File: src/rtl/web0_lp_seq.sv
// Low-power entry/exit sequencer: four-phase pwr_req/pwr_ack handshake and a
// stretched clear_function pulse back to web0. Optional sleep-cycle counter: WEB0_LP_SEQ_SLEEP_CNT_EN.
module web0_lp_seq #(
    parameter int CLR_PULSE_CYCLES = 4,
    parameter int ACK_TIMEOUT      = 1024,
    parameter int SLEEP_CNT_W      = 32
) (
    input  logic                   clkclk,
    input  logic                   sysreset,
    input  logic                   wake,
    input  logic                   activate_low_pwr,
    input  logic                   epu_enable,
    input  logic                   pwr_ack,
    output logic                   pwr_req,
    output logic                   clear_function,
    output logic [2:0]             lp_state,
    output logic                   lp_err,
    output logic [SLEEP_CNT_W-1:0] sleep_cnt
);

    typedef enum logic [2:0] {
        ST_DISABLED = 3'd0,
        ST_IDLE     = 3'd1,
        ST_ENTER    = 3'd2,
        ST_SLEEP    = 3'd3,
        ST_EXIT     = 3'd4,
        ST_CLR_HI   = 3'd5,
        ST_CLR_LO   = 3'd6,
        ST_ERROR    = 3'd7
    } state_t;

    // A zero timeout still needs a one-bit timer so the declarations stay legal.
    localparam int               TMR_W      = (ACK_TIMEOUT > 0) ? $clog2(ACK_TIMEOUT + 1) : 1;
    localparam bit               TMO_EN     = (ACK_TIMEOUT > 0);
    localparam logic [TMR_W-1:0] TMR_LAST   = TMO_EN ? TMR_W'(ACK_TIMEOUT - 1) : '0;
    localparam logic [7:0]       PULSE_LOAD = 8'(CLR_PULSE_CYCLES - 1);

    state_t           state;
    state_t           state_nxt;
    logic [TMR_W-1:0] timer;
    logic [7:0]       pulse_cnt;
    logic             timeout;
    logic             pulse_done;

    assign timeout    = TMO_EN && (timer == TMR_LAST);
    assign pulse_done = (pulse_cnt == 8'd0);
    assign lp_state   = state;

    // The ack test precedes the timeout test so an ack wins a simultaneous compare.
    always_comb begin
        state_nxt = state;
        case (state)
            ST_DISABLED: if (epu_enable) state_nxt = ST_IDLE;
            ST_IDLE: begin
                if (!epu_enable)                        state_nxt = ST_DISABLED;
                else if (activate_low_pwr && !wake)     state_nxt = ST_ENTER;
            end
            ST_ENTER: begin
                if (pwr_ack)      state_nxt = (wake || !epu_enable) ? ST_EXIT : ST_SLEEP;
                else if (timeout) state_nxt = ST_ERROR;
            end
            ST_SLEEP:  if (wake || !epu_enable) state_nxt = ST_EXIT;
            ST_EXIT: begin
                if (!pwr_ack)     state_nxt = ST_CLR_HI;
                else if (timeout) state_nxt = ST_ERROR;
            end
            ST_CLR_HI: if (pulse_done) state_nxt = ST_CLR_LO;
            ST_CLR_LO: if (pulse_done) state_nxt = epu_enable ? ST_IDLE : ST_DISABLED;
            ST_ERROR:  if (!epu_enable) state_nxt = ST_DISABLED;
            default:   state_nxt = ST_DISABLED;
        endcase
    end

    // Outputs are decoded from the next state so they are registered yet track the state with no extra lag.
    always_ff @(posedge clkclk or posedge sysreset) begin
        if (sysreset) begin
            state          <= ST_DISABLED;
            pwr_req        <= 1'b0;
            clear_function <= 1'b0;
            lp_err         <= 1'b0;
            timer          <= '0;
            pulse_cnt      <= 8'd0;
        end else begin
            state          <= state_nxt;
            pwr_req        <= (state_nxt == ST_ENTER) || (state_nxt == ST_SLEEP);
            clear_function <= (state_nxt == ST_CLR_HI);

            if (state_nxt == ST_ERROR)         lp_err <= 1'b1;
            else if (state_nxt == ST_DISABLED) lp_err <= 1'b0;

            if (state_nxt != state)
                timer <= '0;
            else if ((state == ST_ENTER || state == ST_EXIT) && timer != '1)
                timer <= timer + 1'b1;

            // Reloading with N-1 holds each clear phase for exactly N cycles.
            if (state_nxt != state && (state_nxt == ST_CLR_HI || state_nxt == ST_CLR_LO))
                pulse_cnt <= PULSE_LOAD;
            else if ((state == ST_CLR_HI || state == ST_CLR_LO) && !pulse_done)
                pulse_cnt <= pulse_cnt - 8'd1;
        end
    end

`ifdef WEB0_LP_SEQ_SLEEP_CNT_EN
    logic [SLEEP_CNT_W-1:0] sleep_cnt_q;

    always_ff @(posedge clkclk or posedge sysreset) begin
        if (sysreset)
            sleep_cnt_q <= '0;
        else if (state == ST_ENTER && state_nxt == ST_SLEEP)
            sleep_cnt_q <= '0;
        else if (state == ST_SLEEP && sleep_cnt_q != '1)
            sleep_cnt_q <= sleep_cnt_q + 1'b1;
    end

    assign sleep_cnt = sleep_cnt_q;
`else
    assign sleep_cnt = '0;
`endif

endmodule
File: config.mk
export PLATFORM = sky130hd
export DESIGN_NAME = web0_lp_seq
export DESIGN_NICKNAME = d
export VERILOG_FILES = /design/src/rtl/web0_lp_seq.sv
export SDC_FILE = /design/constraint.sdc
export NUM_CORES = 1
export LEC_CHECK = 0
export BUFFER_PORTS_ARGS = -buffer_cell sky130_fd_sc_hd__buf_2
export CAP_MARGIN = 20
export CORE_UTILIZATION = 50
export DETAILED_ROUTE_END_ITERATION = 16
export PLACE_DENSITY = 0.74
export SLEW_MARGIN = 10
export SYNTH_ARGS = -nofsm -noshare
export SYNTH_HDL_FRONTEND = slang
export SYNTH_SLANG_ARGS = --single-unit
File: constraint.sdc
create_clock -name clkclk -period 6.7 [get_ports clkclk]
set_input_delay 1.005 -clock clkclk [delete_from_list [all_inputs] [get_ports clkclk]]
set_output_delay 1.005 -clock clkclk [all_outputs]
set_load 0.01 [all_outputs]
==> results.cfg, run 1 <==
[status]
status = completed

[yosys]
synthSimpleGateAreaFrac_pct = 21.5
synth_top_cell_area_share_pct = 34.7
synthTopCellsByArea = dfrtp_1, buf_4, nor2_1
synth_area_per_cell_um2 = 8.76
async_flop_share_pct = 100
yosys.area.top_type = dfrtp_1
synth-main-ff-cell = dfrtp_1
yosysUniqueCellTypes = 49
synth_fa_ha_area_share_pct = 1.39
synth_area_um2 = 1810
synth-seq-area-share_pct = 34.7
syn_inst = 206
synth_seq_cells = 25
synth_mux_area_share_pct = 1.39
synthXorXnorAreaFrac_pct = 7.28
synth_compound_area_share_pct = 16.1
synth_warnings = 0
synth_edf_count = 0
synth_top_family_by_area = simple AND/OR/NAND/NOR gates

[place]
dpl.hpwl_um = 2390
dp_cells = 255
port_buffers = 11
placed_cell_area_um2 = 1750
pre_cts_slack_ns = 3.72
gp_congestion = 0.891

[routing]
routed_wl_um = 3220
route.met3.wl_um = 171
viasPerCell = 5.35
top_layer = met4
vias = 1390
drc_errors = 0
drtIter0Drc = 59
drt_pass1_iterations = 4
wl_met1_um = 1450
dr_wl_met2_um = 1580
wl_per_cell_um = 12.4
drtAntennaViolNets = 0

[worst_setup_path]
reg2reg_to = pulse_cnt[2]
crit_arrival_ns = 3.03
critPathCaptureType = register
cp-start-kind = register
r2r_slack_ns = 3.89
crit_required_ns = 6.93
r2r_cells = 6
crit_type = reg2reg
regToRegStartpoint = pulse_cnt[3]
worst-path-max-fanout = 17

[timing]
drv_slew = 0
period_needed_ns = 2.81
fmax_ghz = 0.356
tns_ns = 0
setup_viol = 0
setup_ws_ns = 3.89
finalHoldViolCount = 0
rsz0062_at_grt = no
finClkSkew_ns = 0.0101
worst_pin_slew_ns = 0.695
slew_headroom_pct = 53.3
min_period_over_period_pct = 41.9

[final_layout]
design_area_um2 = 1800
fin_cells = 260
antennaDiodeCount = 0
nFillCells = 326
drive_above_1_share_pct = 11.2
fin_nets = 223
synthToLayoutAreaGrowth_pct = -0.208

[floorplanning]
fp.coreArea_um2 = 3390
start_util_pct = 53.3
die-area_um2 = 3860
fp.dieW_um = 62.1
die_y_um = 62.1
row_count = 21
boundaryPins = 44

[cts]
cts_made_buffers = 3
cts.repair.resized = 0
max-clock-path-buffers = 2
clk_pin_slew_ns = 0.12
cts_hold_buf = 0
clk_latency_ns = 0.31
numClockSinks = 25
cts_tree = yes
ctsRootBufferMaster = clkbuf_4
post_cts_buffers = 0
cts-htree-levels = 1

[global_route]
antenna_found_initial = 0
grt_max_degree = 26
grt_pass1_wl_um = 5480
overflow = 0
grt_pass1_vias = 1239
grtUsageTotal_pct = 19.5

[hold_path]
worstHoldEndpoint = pulse_cnt[1]
whs_path_depth = 2
hp-class = reg2reg
min_from = pulse_cnt[1]

[power]
pwr-share-clk_pct = 10.7
p_sw_uw = 277
peakVddDrop_mv = 0.227
power_leakage_nw = 0.838
p_seq_share_pct = 37.3
power_frac_comb_pct = 52.0
p_int_uw = 332
power.density_nw_per_um2 = 338
power_uw = 609
switching_share_pct = 45.5

[job]
cap_viol_max_count = 0
==> registers in the layout, indices dropped and copies added (netlist names) <==
| signal | flops |
|---|---|
| clear_function | 1 |
| lp_err | 1 |
| lp_state | 3 |
| pulse_cnt | 8 |
| pwr_req | 1 |
| timer | 11 |
==> Yosys cell counts (all sizes together), types with 2 or more instances <==
cell type	instances
a31oi	2
buf	35
o21ai	8
nand3	10
nor3	4
clkbuf	4
nand4	4
xnor2	7
o211ai	2
o31ai	2
or4	4
nand2	7
nand2b	3
o221ai	3
nor4	4
ha	2
inv	8
or2	2
a211oi	3
or3b	3
a31o	2
nor2b	6
nor2	20
dfrtp	25
a21oi	9
xor2	8
==> cell families (layout without fill, tap and decap cells) <==
logic type,count (synthesis),count (layout)
buffers and inverters,47,24
xor gates and xnor gates,15,15
muxes,2,2
AOI/OAI and AO/OA,42,42
DFF,25,25
and+or+nand+nor,72,72
other,1,32
adders and majority gates,2,2
==> critical path: stages (launching register included) <==
cell	delay (ns)
dfrtp_1	0.45
or4_1	0.66
or2_4	0.33
mux2_4	0.32
and2_4	0.14
a221o_1	0.58
a22oi_1	0.25
==> power groups by stage <==
stage	clock network, mW	logic, mW	registers, mW
after floorplan	0	0.306	0.208
after global placement	0	0.310	0.229
after detailed placement	0	0.315	0.229
after CTS	0.0683	0.316	0.226
after global routing	0.0741	0.358	0.234
final	0.0650	0.317	0.227
==> placed cells by master (no fill, tap or decap), drive strengths merged, types with 2 or more instances in the layout <==
cell type / synthesis / routed
a211oi: 3 / 3
a21oi: 9 / 9
a31o: 2 / 2
a31oi: 2 / 2
buf: 35 / 12
clkbuf: 4 / 4
conb: 1 / 32
dfrtp: 25 / 25
ha: 2 / 2
inv: 8 / 8
nand2: 7 / 7
nand2b: 3 / 3
nand3: 10 / 10
nand4: 4 / 4
nor2: 20 / 20
nor2b: 6 / 6
nor3: 4 / 4
nor4: 4 / 4
o211ai: 2 / 2
o21ai: 8 / 8
o221ai: 3 / 3
o31ai: 2 / 2
or2: 2 / 2
or3b: 3 / 3
or4: 4 / 4
xnor2: 7 / 7
xor2: 8 / 8
==> worst max-delay path by stage <==
| stage | slack (ns) | endpoint | from |
|---|---|---|---|
| floorplan | 4.07 | timer[3] | wake |
| global placement | 3.74 | pulse_cnt[2] | wake |
| detailed placement | 3.72 | pulse_cnt[2] | wake |
| CTS | 3.89 | pulse_cnt[2] | pulse_cnt[3] |
| global route | 3.76 | pulse_cnt[2] | pulse_cnt[0] |
| finish | 3.89 | pulse_cnt[2] | pulse_cnt[3] |
==> layout make-up <==
type	count	area [µm²]	area share, %
inverter	8	30.0	1.67
tap	46	57.6	3.19
sequential	25	626	34.7
clock buffer	4	26.3	1.46
timing repair buffer	12	82.6	4.58
multi-input combinational	165	980	54.4
==> layer usage <==
layer	global-route usage [%]	up-vias
met1	25.6	663
met5	0	-
li1	-	688
met2	33.4	37
met4	3.81	0
met3	3.93	2
==> per-stage QoR <==
stage / hold slack [ns] / utilization, %
floorplan: 0.473 / -
global placement: 0.506 / 51.6
detailed placement: 0.512 / 51.6
CTS: 0.541 / 52.3
global route: 0.562 / 53.2
finish: 0.534 / 53.2
Note: power is estimated with default switching activity, not from simulation.
==> inputs of run 2 (changes only) <==
--- a/config.mk
+++ b/config.mk
@@ -5,11 +5,12 @@
 export SDC_FILE = /design/constraint.sdc
 export NUM_CORES = 1
 export LEC_CHECK = 0
+export ABC_AREA = 1
 export BUFFER_PORTS_ARGS = -buffer_cell sky130_fd_sc_hd__buf_2
 export CAP_MARGIN = 20
-export CORE_UTILIZATION = 50
+export CORE_UTILIZATION = 48
 export DETAILED_ROUTE_END_ITERATION = 16
-export PLACE_DENSITY = 0.74
+export PLACE_DENSITY = 0.75
 export SLEW_MARGIN = 10
 export SYNTH_ARGS = -nofsm -noshare
 export SYNTH_HDL_FRONTEND = slang
==> constraint.sdc (replaced) <==
create_clock -name clkclk -period 2.45 [get_ports clkclk]
set_input_delay 0.3675 -clock clkclk [delete_from_list [all_inputs] [get_ports clkclk]]
set_output_delay 0.3675 -clock clkclk [all_outputs]
set_load 0.01 [all_outputs]
==> run 2 against run 1 <==
Final cell count up 15%. Setup slack worse by 3.6 ns. Sequential share of layout area up 0.24 points. Critical path type unchanged. Area after synthesis down 2.2%. Routed wire length down 9.8%. Utilization down 1.2 points. Highest routed layer unchanged. Hold slack worse by 0.41 ns.
==> results.cfg, run 2 <==
[yosys]
yosys.cell_count.top_type = nand2_1
synth_warnings = 0
synth_edf_count = 0
synth-seq-area-share_pct = 35.4
syn_inst = 239
yosys.area.top_type = dfrtp_1
synth-main-ff-cell = dfrtp_1
async_flop_share_pct = 100
synth_area_um2 = 1770
synthTopCellsByArea = dfrtp_1, buf_4, nand2_1
synth_top_cell_area_share_pct = 35.4
yosysUniqueCellTypes = 26
synth_seq_cells = 25
synth_common_cells = nand2_1, buf_4, nor2_1
synth_area_per_cell_um2 = 7.39

[global_route]
grt_pass1_wl_um = 5290
grtUsageTotal_pct = 16.9
overflow = 0
antenna_found_initial = 0
grt_pass1_vias = 1257
grt_max_degree = 26

[final_layout]
final_common_cell = nand2_1
fin_cells = 298
drive_above_1_share_pct = 14.3
most-common-layout-cells = nand2_1, nor2_1, conb_1
design_area_um2 = 1790
antennaDiodeCount = 0
largest_register_ffs = 11
fin_nets = 261
synthToLayoutAreaGrowth_pct = 1.35
final_util_pct = 52.0
largest_register = timer

[worst_setup_path]
crit_type = reg2reg
startpoint = timer[0]
regToRegStartpoint = timer[0]
cp-start-kind = register
critPathCaptureType = register
crit_required_ns = 2.61
worst-path-max-fanout = 18
crit_arrival_ns = 2.29

[timing]
rsz0062_at_grt = no
period_needed_ns = 2.13
finClkSkew_ns = 0.00387
drv_slew = 0
fmax_ghz = 0.470
finalHoldViolCount = 0
tns_ns = 0
min_period_over_period_pct = 86.8
hold_slack_ns = 0.124
setup_viol = 0
setup_ws_ns = 0.323

[status]
status = completed

[place]
dp_cells = 294
port_buffers = 11
placed_cell_area_um2 = 1740
pre_cts_slack_ns = 0.319
gp_congestion = 0.927
dpl.hpwl_um = 2240

[cts]
max-clock-path-buffers = 2
clk_latency_ns = 0.27
cts-htree-levels = 1
clk_pin_slew_ns = 0.09
cts_tree = yes
cts_hold_buf = 0
ctsRootBufferMaster = clkbuf_8
numClockSinks = 25
post_cts_buffers = 0
cts.repair.resized = 0
cts_made_buffers = 3

[power]
power_mw = 1.76
peakVddDrop_mv = 0.917
power.density_nw_per_um2 = 985
power_leakage_nw = 0.945

[floorplanning]
fp.dieW_um = 62.6
die_y_um = 62.6
boundaryPins = 44
start_util_pct = 51.3
row_count = 21
fp.coreArea_um2 = 3440
die-area_um2 = 3920

[hold_path]
hp-class = in2async

[routing]
drt_pass1_iterations = 4
drtAntennaViolNets = 0
drc_errors = 0
vias = 1355
routed_wl_um = 2910
wl_per_cell_um = 9.76
viasPerCell = 4.55
drtIter0Drc = 82

[job]
cap_viol_max_count = 0
==> run 2: changes by cell type in the layout (fill, tap and decap cells not counted), moves of 5 or more <==
cell	before	now
inv_1	8	24
nand3_1	10	16
nor2b_1	6	0
nor2_1	20	32
nand2_1	7	44
inv_2	0	5
==> run 2: cells by family (layout without fill, tap and decap cells) <==
kind of cell               count (synthesis)  count (layout)  synth area share [%]
AOI/OAI and AO/OA                         19              19                  5.95
xor gates and xnor gates                  13              13                  6.45
adders and majority gates                  2               2                  1.42
buffers and inverters                     63              45                  20.8
DFF                                       25              25                  35.4
other                                      1              32                 0.212
and+or+nand+nor                          116             116                  29.7
==> run 2: final cells by class <==
type	instances	area [µm²]
sequential	25	626
clock buffer	3	41.3
tap	46	57.6
clock inverter	1	5.00
multi-input combinational	182	888
fill	363	1650
timing repair buffer	12	62.6
inverter	29	109
==> run 2: power by group <==
part / switching, mW / total [mW] / internal [mW] / leakage, nW
registers: 0.100 / 0.617 / 0.516 / 0.334
clock network: 0.131 / 0.245 / 0.114 / 0.0255
logic: 0.627 / 0.900 / 0.274 / 0.586
total: 0.858 / 1.76 / 0.904 / 0.945
==> run 2: worst max-delay path, cell delays in order, from the launching register on <==
cell     delay [ns]
dfrtp_1        0.42
ha_1           0.25
nand2_1        0.08
nor2_1         0.04
nand3_1        0.15
inv_1          0.07
o21ai_0        0.19
nand3_2        0.16
nand2_2        0.10
nand2_1        0.05
nand2_1        0.07
nand2_2        0.23
nand2_1        0.16
nand2_1        0.06
==> run 2: worst paths after layout <==
check / to / slack (ns) / cells past startpoint
worst max-delay path: pulse_cnt[1] / 0.32 / 13
worst min-delay path: timer[10] / 0.12 / 3
worst max register to register: pulse_cnt[1] / 0.32 / 13
worst min register to register: timer[10] / 0.55 / 2
max in group asynchronous: timer[7] / 2.09 / 3
min in group clkclk: lp_state[1] / 0.52 / 3
==> run 2: per-layer routing <==
layer	vias up	track usage, %	wire, µm
li1	708	-	-
met1	614	22.3	1360
met2	28	26.6	1400
met3	5	2.74	92
met4	0	8.43	55
met5	-	0	0
==> inputs of run 3 (changes only) <==
--- a/config.mk
+++ b/config.mk
@@ -8,10 +8,13 @@
 export ABC_AREA = 1
 export BUFFER_PORTS_ARGS = -buffer_cell sky130_fd_sc_hd__buf_2
 export CAP_MARGIN = 20
-export CORE_UTILIZATION = 48
+export CELL_PAD_IN_SITES_DETAIL_PLACEMENT = 1
+export CELL_PAD_IN_SITES_GLOBAL_PLACEMENT = 1
+export CORE_UTILIZATION = 34
 export DETAILED_ROUTE_END_ITERATION = 16
-export PLACE_DENSITY = 0.75
+export PLACE_DENSITY = 0.74
 export SLEW_MARGIN = 10
 export SYNTH_ARGS = -nofsm -noshare
 export SYNTH_HDL_FRONTEND = slang
 export SYNTH_SLANG_ARGS = --single-unit
+export TNS_END_PERCENT = 20
==> run 3 against run 2 <==
Hold slack improved by 0.017 ns. Clock power increased by 4%. Final cell count increased by 7.0%. Die area rose by 40%. Power grew 4.0%. Setup slack worse by 0.0028 ns. Highest routed layer unchanged. Final area is 2.1% higher. Register-to-register slack barely moved. First-iteration DRC count shrank 63%. Flip-flop and latch count stayed put. Largest cell class unchanged. Maximum frequency fell by 0.13%.
==> results.cfg, run 3 (synthesis gave the netlist of run 2 again) <==
[status]
status = completed

[global_route]
grt_pass1_wl_um = 6400
busiest_layer = met2
grtUsageTotal_pct = 14.9
grtUsageMet3_pct = 2.98
met1_usage_pct = 17.6
antenna_found_initial = 0
overflow = 0
use_met2_pct = 28.7
grt_max_degree = 26
grt_pass1_vias = 1402

[timing]
drv_slew = 0
fmax_ghz = 0.469
setup_viol = 0
period_needed_ns = 2.13
rsz0062_at_grt = no
tns_ns = 0
min_period_over_period_pct = 86.9
finalHoldViolCount = 0
finClkSkew_ns = 0.0105

[power]
p_sw_uw = 920
switching_share_pct = 50.2
p_seq_share_pct = 34.2
power.density_nw_per_um2 = 1000
pwr-share-clk_pct = 13.9
power_mw = 1.83
power_frac_comb_pct = 51.9
power_leakage_nw = 0.945
peakVddDrop_mv = 0.481
p_int_uw = 913

[routing]
routed_wl_um = 3690
drt_pass1_iterations = 4
drtAntennaViolNets = 0
vias = 1391
drc_errors = 0
drtIter0Drc = 30
viasPerCell = 4.36
wl_per_cell_um = 11.6

[floorplanning]
die-area_um2 = 5480
fp.coreArea_um2 = 4850
fp.dieW_um = 74.1
boundaryPins = 44
row_count = 25
start_util_pct = 36.4
die_y_um = 74.1

[hold_path]
hp-class = in2async

[cts]
clk_pin_slew_ns = 0.10
clk_latency_ns = 0.27
cts_tree = yes
max-clock-path-buffers = 2
numClockSinks = 25
cts_made_buffers = 3
ctsRootBufferMaster = clkbuf_8
cts-htree-levels = 1

[worst_setup_path]
worst-path-max-fanout = 7
crit_arrival_ns = 2.29
critPathBufInv = 1
crit_family = simple AND/OR/NAND/NOR gates
critPathCaptureType = register
crit_path_max_incr_delay_ns = 0.37
crit_path_frequent_cell = nand2_1
cp-start-kind = register
r2r_slack_ns = 0.32
crit_path_top_delay_cell = dfrtp_1
crit_required_ns = 2.61
crit_path_cell_trace = inv_1 > ha_1 > nand2_1 > nor2_2 > nand3_2 > a21oi_2 > nand2_1 > nor2_2 > nor2_1 > nand2_1 > nand2_2 > nand2_1 > nand2_1
crit_type = reg2reg

[final_layout]
drive_above_1_share_pct = 14.7
most-common-layout-cells = nand2_1, nor2_1, conb_1
largest_register = timer
synthToLayoutAreaGrowth_pct = 3.47
final_common_cell = nand2_1
fin_nets = 261
antennaDiodeCount = 0
largest_register_ffs = 11
fin_cells = 319
nFillCells = 646

[place]
dpl.hpwl_um = 2940
port_buffers = 11
gp_congestion = 0.744
dp_cells = 315

[job]
cap_viol_max_count = 0
## run 3: layout make-up
type | count | area (µm²) | area share [%]
well taps | 67 | 83.8 | 4.59
repair buffers | 12 | 62.6 | 3.42
clock buffers | 3 | 41.3 | 2.26
flip-flops and latches | 25 | 626 | 34.2
multi-input cells | 182 | 897 | 49.1
clock inverters | 1 | 7.51 | 0.411
inverters | 29 | 109 | 5.96
## run 3: power by group through the flow
| stage | Combinational, mW | Sequential [mW] | Clock, mW |
|---|---|---|---|
| 3_3_place_gp | 0.929 | 0.638 | 0 |
| 2_1_floorplan | 0.785 | 0.615 | 0 |
| 5_1_grt | 1.10 | 0.640 | 0.287 |
| 6_report | 0.950 | 0.627 | 0.255 |
| 4_1_cts | 0.954 | 0.628 | 0.270 |
| 3_5_place_dp | 0.951 | 0.636 | 0 |
## run 3: per-layer routing
metal  routed length [µm]  vias up
met2                 1980       12
met5                    0        -
met4                    6        0
met1                 1630      669
met3                   75        2
li1                     -      708
## run 3: final timing paths
path                                 to         start  cells after the start
min reg2reg                   timer[10]     timer[10]                      2
max reg2reg                pulse_cnt[1]  pulse_cnt[0]                     13
min                            timer[7]      sysreset                      3
max                        pulse_cnt[1]  pulse_cnt[0]                     13
max in group asynchronous  pulse_cnt[1]      sysreset                      3
min in group clkclk         lp_state[1]       pwr_ack                      3
## run 3: per-stage QoR
| step | utilization (%) | hold slack (ns) | instance area [µm²] | setup slack, ns |
|---|---|---|---|---|
| 2_1_floorplan | - | 0.395 | 1880 | 0.623 |
| 3_3_place_gp | 36.5 | 0.440 | 1770 | 0.268 |
| 3_5_place_dp | 36.5 | 0.463 | 1770 | 0.199 |
| 4_1_cts | 37.5 | 0.151 | 1820 | 0.174 |
| 5_1_grt | 37.7 | 0.174 | 1830 | 0.0195 |
| 6_report | 37.7 | 0.141 | 1830 | 0.320 |
## run 3: worst reg2reg max path: stages (launching register included)
cell     delay, ns
dfrtp_1       0.37
inv_1         0.11
ha_1          0.21
nand2_1       0.08
nor2_2        0.12
nand3_2       0.13
a21oi_2       0.23
nand2_1       0.09
nor2_2        0.20
nor2_1        0.07
nand2_1       0.11
nand2_2       0.13
nand2_1       0.11
nand2_1       0.06
## run 3: timing repair
item                                    CTS  global route
setup buffers                             0             0
hold buffers                              0             0
endpoints found under the setup margin    0            11
gates resized for setup                   0             2
